`config.mk`:
```
export PLATFORM = sky130hd
export DESIGN_NAME = piso_tx
export DESIGN_NICKNAME = d
export VERILOG_FILES = /design/src/rtl/piso_pkg.sv /design/src/rtl/piso_hold.sv /design/src/rtl/piso_tx.sv
export SDC_FILE = /design/constraint.sdc
export NUM_CORES = 1
export LEC_CHECK = 0
export CAP_MARGIN = 15
export CORE_MARGIN = 2
export CORE_UTILIZATION = 35
export DETAILED_ROUTE_END_ITERATION = 16
export PLACE_DENSITY = 0.57
export SLEW_MARGIN = 20
export SYNTH_ARGS = -nofsm -noshare
export SYNTH_HDL_FRONTEND = slang
export SYNTH_SLANG_ARGS = --single-unit
```
`constraint.sdc`:
```
create_clock -name clk -period 2.2 [get_ports clk]
set_clock_uncertainty 0.2 [all_clocks]
set_input_delay 0.44 -clock clk [delete_from_list [all_inputs] [get_ports clk]]
set_output_delay 0.44 -clock clk [all_outputs]
set_load 0.02 [all_outputs]
```
`src/rtl/piso_pkg.sv`:
```
// Shared types and helpers for the parallel-in serial-out transmitter.
package piso_pkg;

    typedef enum logic {
        IDLE  = 1'b0,
        SHIFT = 1'b1
    } piso_state_t;

    // Bit counter width for a word of the given size.
    function automatic int piso_cnt_w(input int width);
        return $clog2(width);
    endfunction

endpackage

```
`src/rtl/piso_hold.sv`:
```
// One-entry holding register: stages the next word while the shifter is busy.
module piso_hold #(
    parameter int WIDTH = 8
) (
    input  logic             clk,
    input  logic             res,
    input  logic             load,
    input  logic             clear,
    input  logic [WIDTH-1:0] din,
    output logic [WIDTH-1:0] hold_data,
    output logic             hold_full
);

    logic [WIDTH-1:0] hold_data_q, hold_data_d;
    logic             hold_full_q, hold_full_d;

    always_comb begin
        hold_data_d = hold_data_q;
        hold_full_d = hold_full_q;
        if (clear) begin
            hold_full_d = 1'b0;
        end
        if (load) begin
            hold_data_d = din;
            hold_full_d = 1'b1;
        end
    end

    always_ff @(posedge clk) begin
        if (!res) begin
            hold_data_q <= '0;
            hold_full_q <= 1'b0;
        end else begin
            hold_data_q <= hold_data_d;
            hold_full_q <= hold_full_d;
        end
    end

    assign hold_data = hold_data_q;
    assign hold_full = hold_full_q;

endmodule

```
`src/rtl/piso_tx.sv`:
```
// Parallel-in serial-out transmitter with valid/ready input and a one-word skid
// register so consecutive words stream out with no idle gap.
module piso_tx
    import piso_pkg::*;
#(
    parameter int WIDTH     = 8,
    parameter bit MSB_FIRST = 1'b1
) (
    input  logic             clk,
    input  logic             res,
    input  logic [WIDTH-1:0] din,
    input  logic             din_valid,
    output logic             din_ready,
    output logic             sout,
    output logic             sout_en,
    output logic             last,
    output logic             busy
);

    localparam int CW = piso_cnt_w(WIDTH);
    localparam logic [CW-1:0] CNT_LAST = CW'(WIDTH - 1);

    piso_state_t      state_q, state_d;
    logic [CW-1:0]    cnt_q, cnt_d;
    logic [WIDTH-1:0] shift_q, shift_d;
    logic [WIDTH-1:0] shift_adv;
    logic             out_bit;

    logic             hold_load, hold_clear, hold_full;
    logic [WIDTH-1:0] hold_data;
    logic             accept;

    piso_hold #(.WIDTH(WIDTH)) u_hold (
        .clk       (clk),
        .res       (res),
        .load      (hold_load),
        .clear     (hold_clear),
        .din       (din),
        .hold_data (hold_data),
        .hold_full (hold_full)
    );

    // Ready depends only on registered state and reset, never on din_valid.
    assign din_ready = res && !hold_full;
    assign accept    = din_valid && din_ready;

    always_comb begin
        shift_adv = '0;
        out_bit   = 1'b0;
        if (MSB_FIRST) begin
            shift_adv = {shift_q[WIDTH-2:0], 1'b0};
            out_bit   = shift_q[WIDTH-1];
        end else begin
            shift_adv = {1'b0, shift_q[WIDTH-1:1]};
            out_bit   = shift_q[0];
        end
    end

    always_comb begin
        state_d    = state_q;
        cnt_d      = cnt_q;
        shift_d    = shift_q;
        hold_load  = 1'b0;
        hold_clear = 1'b0;
        case (state_q)
            IDLE: begin
                if (accept) begin
                    shift_d = din;
                    cnt_d   = '0;
                    state_d = SHIFT;
                end
            end
            SHIFT: begin
                if (cnt_q != CNT_LAST) begin
                    shift_d   = shift_adv;
                    cnt_d     = cnt_q + CW'(1);
                    hold_load = accept;
                end else if (hold_full) begin
                    shift_d    = hold_data;
                    hold_clear = 1'b1;
                    cnt_d      = '0;
                end else if (accept) begin
                    // Skid register empty on the last bit: bypass it.
                    shift_d = din;
                    cnt_d   = '0;
                end else begin
                    shift_d = '0;
                    cnt_d   = '0;
                    state_d = IDLE;
                end
            end
            default: state_d = IDLE;
        endcase
    end

    always_ff @(posedge clk) begin
        if (!res) begin
            state_q <= IDLE;
            cnt_q   <= '0;
            shift_q <= '0;
        end else begin
            state_q <= state_d;
            cnt_q   <= cnt_d;
            shift_q <= shift_d;
        end
    end

    assign sout_en = (state_q == SHIFT);
    assign sout    = sout_en && out_bit;
    assign last    = sout_en && (cnt_q == CNT_LAST);
    assign busy    = sout_en || hold_full;

endmodule

```
Yosys cells after proc, flatten, opt, wreduce, memory -nomap -nowiden
Index checks and enable logic that the tools add are counted.
Storage, ports and cells
  output and inout bits: 5
  bits of input ports: 11
  register bits: 21
Cells by class
  mux-type cells: 19
  bitwise logic cells: 1
  equality and inequality tests: 3
  reductions and logical operators: 7
  $add $sub $neg: 1
Operators with widths (number)
  $mux W8: 4
  $pmux W8 S2: 1
  $mux W1: 10
  $mux W3: 2
  $pmux W3 S2: 1
  $logic_and A1 B1 Y1: 4
  $add A3 B1 Y3 const B: 1
  $eq A3 B3 Y1 const B: 1
  $ne A3 B3 Y1 const B: 1
  $ne A2 B2 Y1 const B: 1
  $pmux W1 S2: 1
  $reduce_bool A2 Y1: 1
  $logic_not A1 Y1: 1
  $logic_or A1 B1 Y1: 1
  $not A1 Y1: 1

Logic depth before layout (Yosys ltp)
  depth in word-level cells: 7
  gate-level depth with buffers: 6
  mapped depth without buffers: 5

By module
A second synthesis with hierarchy kept.
Unflattened totals
  cell total of the unflattened synthesis: 116
  area, all modules: 1114.8 sq um
Modules (own cells, without submodules)
  piso_tx: cells an instance 88, sequential area each 240.2 sq um, instances 1, area an instance 779.5 sq um
  piso_hold: cells an instance 28, sequential area each 180.2 sq um, instances 1, area an instance 335.3 sq um

Worst setup path before layout
No wires, ideal clock.
  path kind: register -> output
  from: register state_q (netlist: sout_en)
  to: output sout
  data arrival time: 1.128 ns
  buffers on the path: 2
  cell stages (with the launch flop): 4
  path slack: 0.432 ns
  data required time: 1.560 ns
  cell sequence: dfxtp_1 buf_2 buf_2 and2_1
Between the ends
  word-level cells in the longest chain between the ends: 1
Ends and longest elaborated chain
  start, declared: line piso_tx.sv:23  | piso_state_t state_q, state_d;
  start signal, assigned: line piso_tx.sv:102  | state_q <= state_d;
  $logic_and A1 B1 Y1: line piso_tx.sv:109  | assign sout = sout_en && out_bit;
  end, declared: line piso_tx.sv:14  | output logic sout,
Every way passes these cells.

Final worst setup path
Ends and elaborated chain as after synthesis.

==> results.yml <==
place:
  placed_cell_area_mm2: 0.00131
  port_buffers: 15
  dp_hpwl_um: 1800
  place.gp.congestion: 0.774
timing:
  max_freq_mhz: 467
  rsz0062_at_grt: "no"
  setup_violations: 0
  worst_slew_pin_slew_ps: 374
  finalHoldViolCount: 0
  max_slew_margin: 0.751
  min_period_ps: 2140
  fin_setup_tns_ps: 0
  finalMaxSlewViolations: 0
  min_period_over_period: 0.973
route:
  routed_wl_um: 2450
  remaining_drc_errors: 0
  via_per_inst: 5.50
  wire_per_inst_um: 14.4
  vias: 941
  first_iter_violations: 40
  ant_nets: 0
  dr.pass1.iters: 4
flow_run:
  cap_viol_max_count: 0
layout:
  fin_nets: 153
  drive_gt1_frac: 0.188
  seq_area_um2: 422
  multi_input_area_um2: 592
  area.growth.synth_to_final_pct: 24.4
  fin_area_mm2: 0.00133
  fillers: 311
  fin_util: 0.447
  antenna_cells: 0
synthesis:
  yosysSeqAreaShare: 0.393
  syn_inst: 116
  synth-seq-cells: 21
  synth_area_mm2: 0.00107
  synth_warnings: 0
  syn_area_per_cell_um2: 9.22
  synth_nets: 130
  synth_cell_type_count: 26
clock_tree:
  htree_levels: 1
  cts_sinks: 21
  cts_tree: "done"
  clk_latency_ps: 300
  clockBufferDepth: 2
  post_cts_buffers: 0
  numCtsBuffers: 3
  cts_root_buf: "clkbuf_4"
  clk_pin_slew_ps: 110
die:
  core_area_mm2: 0.00298
  initial_core_util: 0.359
  io-pin-count: 16
  die-height_um: 59.3
  rows: 20
  dieArea_mm2: 0.00351
  die_w_um: 59.3
worst_setup_path:
  r2r_slack_ps: 410
  cp-end-kind: "output pin"
  critPathBufInv: 1
  crit_path_cell_trace: "and2_1, clkdlybuf4s50_1"
  worst_setup_path_start_kind: "register"
  cp.arrival_ps: 1500
  path_class: "reg2out"
  critPathMaxFanout: 10
  cp.required_ps: 1560
  crit_family: "buffers and inverters"
  critical-path-max-stage-delay_ps: 590
  slowest_stage: "clkdlybuf4s50_1"
power_and_ir_drop:
  pwr-share-seq: 0.557
  p_comb_frac: 0.194
  power_density_mw_per_mm2: 559
  p_switching_w: 0.000199
  swShare: 0.267
  clkPwrFrac: 0.249
  peakVddDrop_v: 0.000261
  intPower_w: 0.000545
  p_leak_nw: 0.508
  finalPower_w: 0.000744
global_route:
  antenna_found_initial: 0
  gr-usage-all-layers: 0.157
  grt_pass1_wl_um: 4170
  grt_pass1_vias: 911
  grt-ovfl-total: 0
  grt_max_degree: 25
min_path:
  hold_class: "reg2reg"
run_status:
  status: "finished, final reports clean"
==> sequential cells by signal, summed over array words and instances, names as in the netlist <==
signal and flops:
shift_q 8, u_hold.hold_data 8, cnt_q 3, sout_en 1, u_hold.hold_full 1
==> final timing paths <==
kind | from | cells after the start | to
max reg2reg | cnt_q[0]$_SDFFE_PN0P_ | 6 | shift_q[1]$_SDFFE_PN0P_
min reg2reg | shift_q[1]$_SDFFE_PN0P_ | 1 | shift_q[1]$_SDFFE_PN0P_
max | sout_en$_SDFF_PN0_ | 2 | sout
min | shift_q[1]$_SDFFE_PN0P_ | 1 | shift_q[1]$_SDFFE_PN0P_
==> final cells by class <==
cell class,instances,share of cell area
Clock buffer,4,0.0197
Tap cell,33,0.0310
Multi-Input combinational cell,85,0.445
Sequential cell,21,0.317
Timing Repair Buffer,27,0.185
Inverter,1,0.00282
==> synthesized netlist by cell type (all sizes together) <==
cell type / n / area (µm²)
a21bo: 7 / 70.1
a21boi: 10 / 75.1
a21oi: 1 / 5.00
a22oi: 8 / 65.1
a31oi: 1 / 6.26
and2: 1 / 6.26
and3b: 1 / 8.76
buf: 6 / 42.5
clkbuf: 3 / 11.3
dfxtp: 21 / 420
ha: 3 / 37.5
inv: 1 / 3.75
nand2: 5 / 18.8
nand2b: 3 / 18.8
nand3: 9 / 45.0
nand3b: 4 / 30.0
nor2: 1 / 3.75
nor2b: 5 / 31.3
nor3b: 2 / 20.0
o21a: 1 / 7.51
o21ai: 15 / 75.1
o2bb2ai: 7 / 61.3
or2: 1 / 6.26
==> layout by cell type (no fill, tap or decap) <==
master	netlist	final
a21bo_2	7	7
a21boi_1	10	10
a21oi_1	1	1
a22oi_1	7	7
a22oi_2	1	1
a31oi_1	1	1
and2_1	1	1
and3b_1	1	1
buf_12	0	1
buf_4	0	11
clkbuf_1	3	1
clkbuf_2	0	1
clkbuf_4	0	3
clkdlybuf4s50_1	0	13
dfxtp_1	21	20
dfxtp_2	0	1
dlygate4sd2_1	0	1
ha_1	3	3
inv_1	1	1
nand2_1	5	5
nand2b_1	3	3
nand3_1	9	9
nand3b_1	4	4
nor2_1	1	1
nor2b_1	5	5
nor3b_1	1	1
nor3b_2	1	1
o21a_1	1	1
o21ai_0	15	15
o2bb2ai_1	7	7
or2_1	1	1
==> logic make-up after synthesis <==
group | share of synthesized area
AOI/OAI and AO/OA | 0.342
adders and majority gates | 0.0351
buffers and inverters | 0.0538
DFF | 0.393
and+or+nand+nor | 0.177
==> repair_timing <==
action	4_1_cts	5_1_grt
setup endpoints to repair	4	1
cloned	0	0
gates resized for setup	3	2
hold buffers	0	0
hold endpoints to repair	0	0
==> through the flow <==
stage | hold WS [ps] | std cells | setup WS [ps]
3_5_place_dp | 245 | 167 | -176
6_report | 272 | 171 | 60.4
2_1_floorplan | 224 | 116 | 432
5_1_grt | 283 | 171 | 5.94
4_1_cts | 273 | 171 | 28.1
3_3_place_gp | 241 | 167 | -183
==> metal layers <==
layer	share of wire	GRT usage
met4	0.011	0.0682
met5	0	0
met1	0.49	0.224
met3	0.046	0.0218
met2	0.45	0.234
==> power groups by stage <==
stage               combinational [W]  clock (W)  sequential (W)
floorplan                   0.0000814          0        0.000420
global placement             0.000144          0        0.000422
detailed placement           0.000145          0        0.000423
CTS                          0.000145   0.000196        0.000414
global route                 0.000159   0.000209        0.000418
finish                       0.000145   0.000185        0.000414
No activity file was read; power rests on OpenSTA's default activity.
==> variant (same settings) <==
`WIDTH` is set to 8 in 2 places; all go to 12.
--- a/src/rtl/piso_hold.sv
+++ b/src/rtl/piso_hold.sv
@@ -1,6 +1,6 @@
 // One-entry holding register: stages the next word while the shifter is busy.
 module piso_hold #(
-    parameter int WIDTH = 8
+    parameter int WIDTH = 12
 ) (
     input  logic             clk,
     input  logic             res,
--- a/src/rtl/piso_tx.sv
+++ b/src/rtl/piso_tx.sv
@@ -3,7 +3,7 @@
 module piso_tx
     import piso_pkg::*;
 #(
-    parameter int WIDTH     = 8,
+    parameter int WIDTH     = 12,
     parameter bit MSB_FIRST = 1'b1
 ) (
     input  logic             clk,
Interface: changed (resized din); port bits go from 16 to 20. The function was not compared with the original's and may differ.
==> variant against the unedited design <==
Wire length rose by 42%; utilization increased by 0.72 points; worst setup slack gained 2.1 ps; critical path type unchanged; cell area grew 34%; global-route usage increased by 2.2 points; largest power group unchanged; sequential power increased by 43%; clock power is 120% higher; synthesized area rose by 31%; sequential cell count is 9 higher; largest cell class unchanged; first-iteration DRC count grew 7.5%; power grew 62%.
==> variant: results (changes against the unedited design) <==
syn_nets: 177  # +36%
synth_cell_types: 33  # +27%
place_hpwl_um: 2330  # +30%
wl_per_cell_um: 14.6  # +1.5%
holdPathEnd: "u_hold.hold_data[0]"
placedCellCount: 233  # +40%
synth_common_cells: "30 x dfxtp_1, 24 x a21oi_1, 23 x nand2_1"
synth_compound_area_share_pct: 27.7  # -6.5 points
syn_inst: 161  # +39%
rr_worst_depth: 7  # +1
layout-drive-gt1-share_pct: 17.9  # -0.95 points
crit_fanout: 7  # -3
ir_drop_mv: 0.448  # +72%
place.gp.congestion: 0.812  # +5.0%
numCtsBuffers: 5  # +2
drtIter0Drc: 43  # +7.5%
whs_path_depth: 2  # +1
nNetsFinal: 206  # +35%
r2r-start: "cnt_q[1]"
synthAdderAreaFrac_pct: 0.892  # -2.6 points
yosys-mux-area-fraction_pct: 0.714  # +0.71 points
status: "complete, no violations"
whs_ps: 258  # -14.2 ps
grt_usage_pct: 17.9  # +2.2 points
postLayoutSetupSlackWorst_ps: 62.5  # +2.07 ps
grt_max_degree: 24  # -4.0%
clkTransAtPathRegs_ps: 60  # -50 ps
final_cells: 240  # +40%
hold_start: "u_hold.hold_data[0]"
variant: changes by cell type in the layout (fill, tap and decap cells not counted), sizes merged, moves of 3 or more:
cell           unedited run  this run
a21bo                     7         0
nor2b                     5         0
a21boi                   10         1
nand3                     9        19
a221oi                    0         3
dfxtp                    21        30
a21oi                     1        24
o2bb2ai                   7         0
nand2                     5        23
nor2                      1         6
clkdlybuf4s50            13        17
variant: cell type report:
class / instances / area (µm²) / share of cell area [%]
multi-input combinational: 118 / 713 / 40.1
clock buffer: 7 / 76.3 / 4.29
timing repair buffer: 33 / 318 / 17.9
tap: 50 / 62.6 / 3.52
sequential: 30 / 601 / 33.8
inverter: 2 / 7.51 / 0.422
variant: metal layers:
metal | up-vias | wire length (µm)
li1 | 637 | -
met1 | 630 | 1660
met2 | 25 | 1630
met3 | 6 | 151
met4 | 0 | 60
met5 | - | 0
variant: report_power, final:
part | switching (mW) | internal, mW
logic | 0.106 | 0.0938
clock network | 0.193 | 0.217
registers | 0.0214 | 0.573
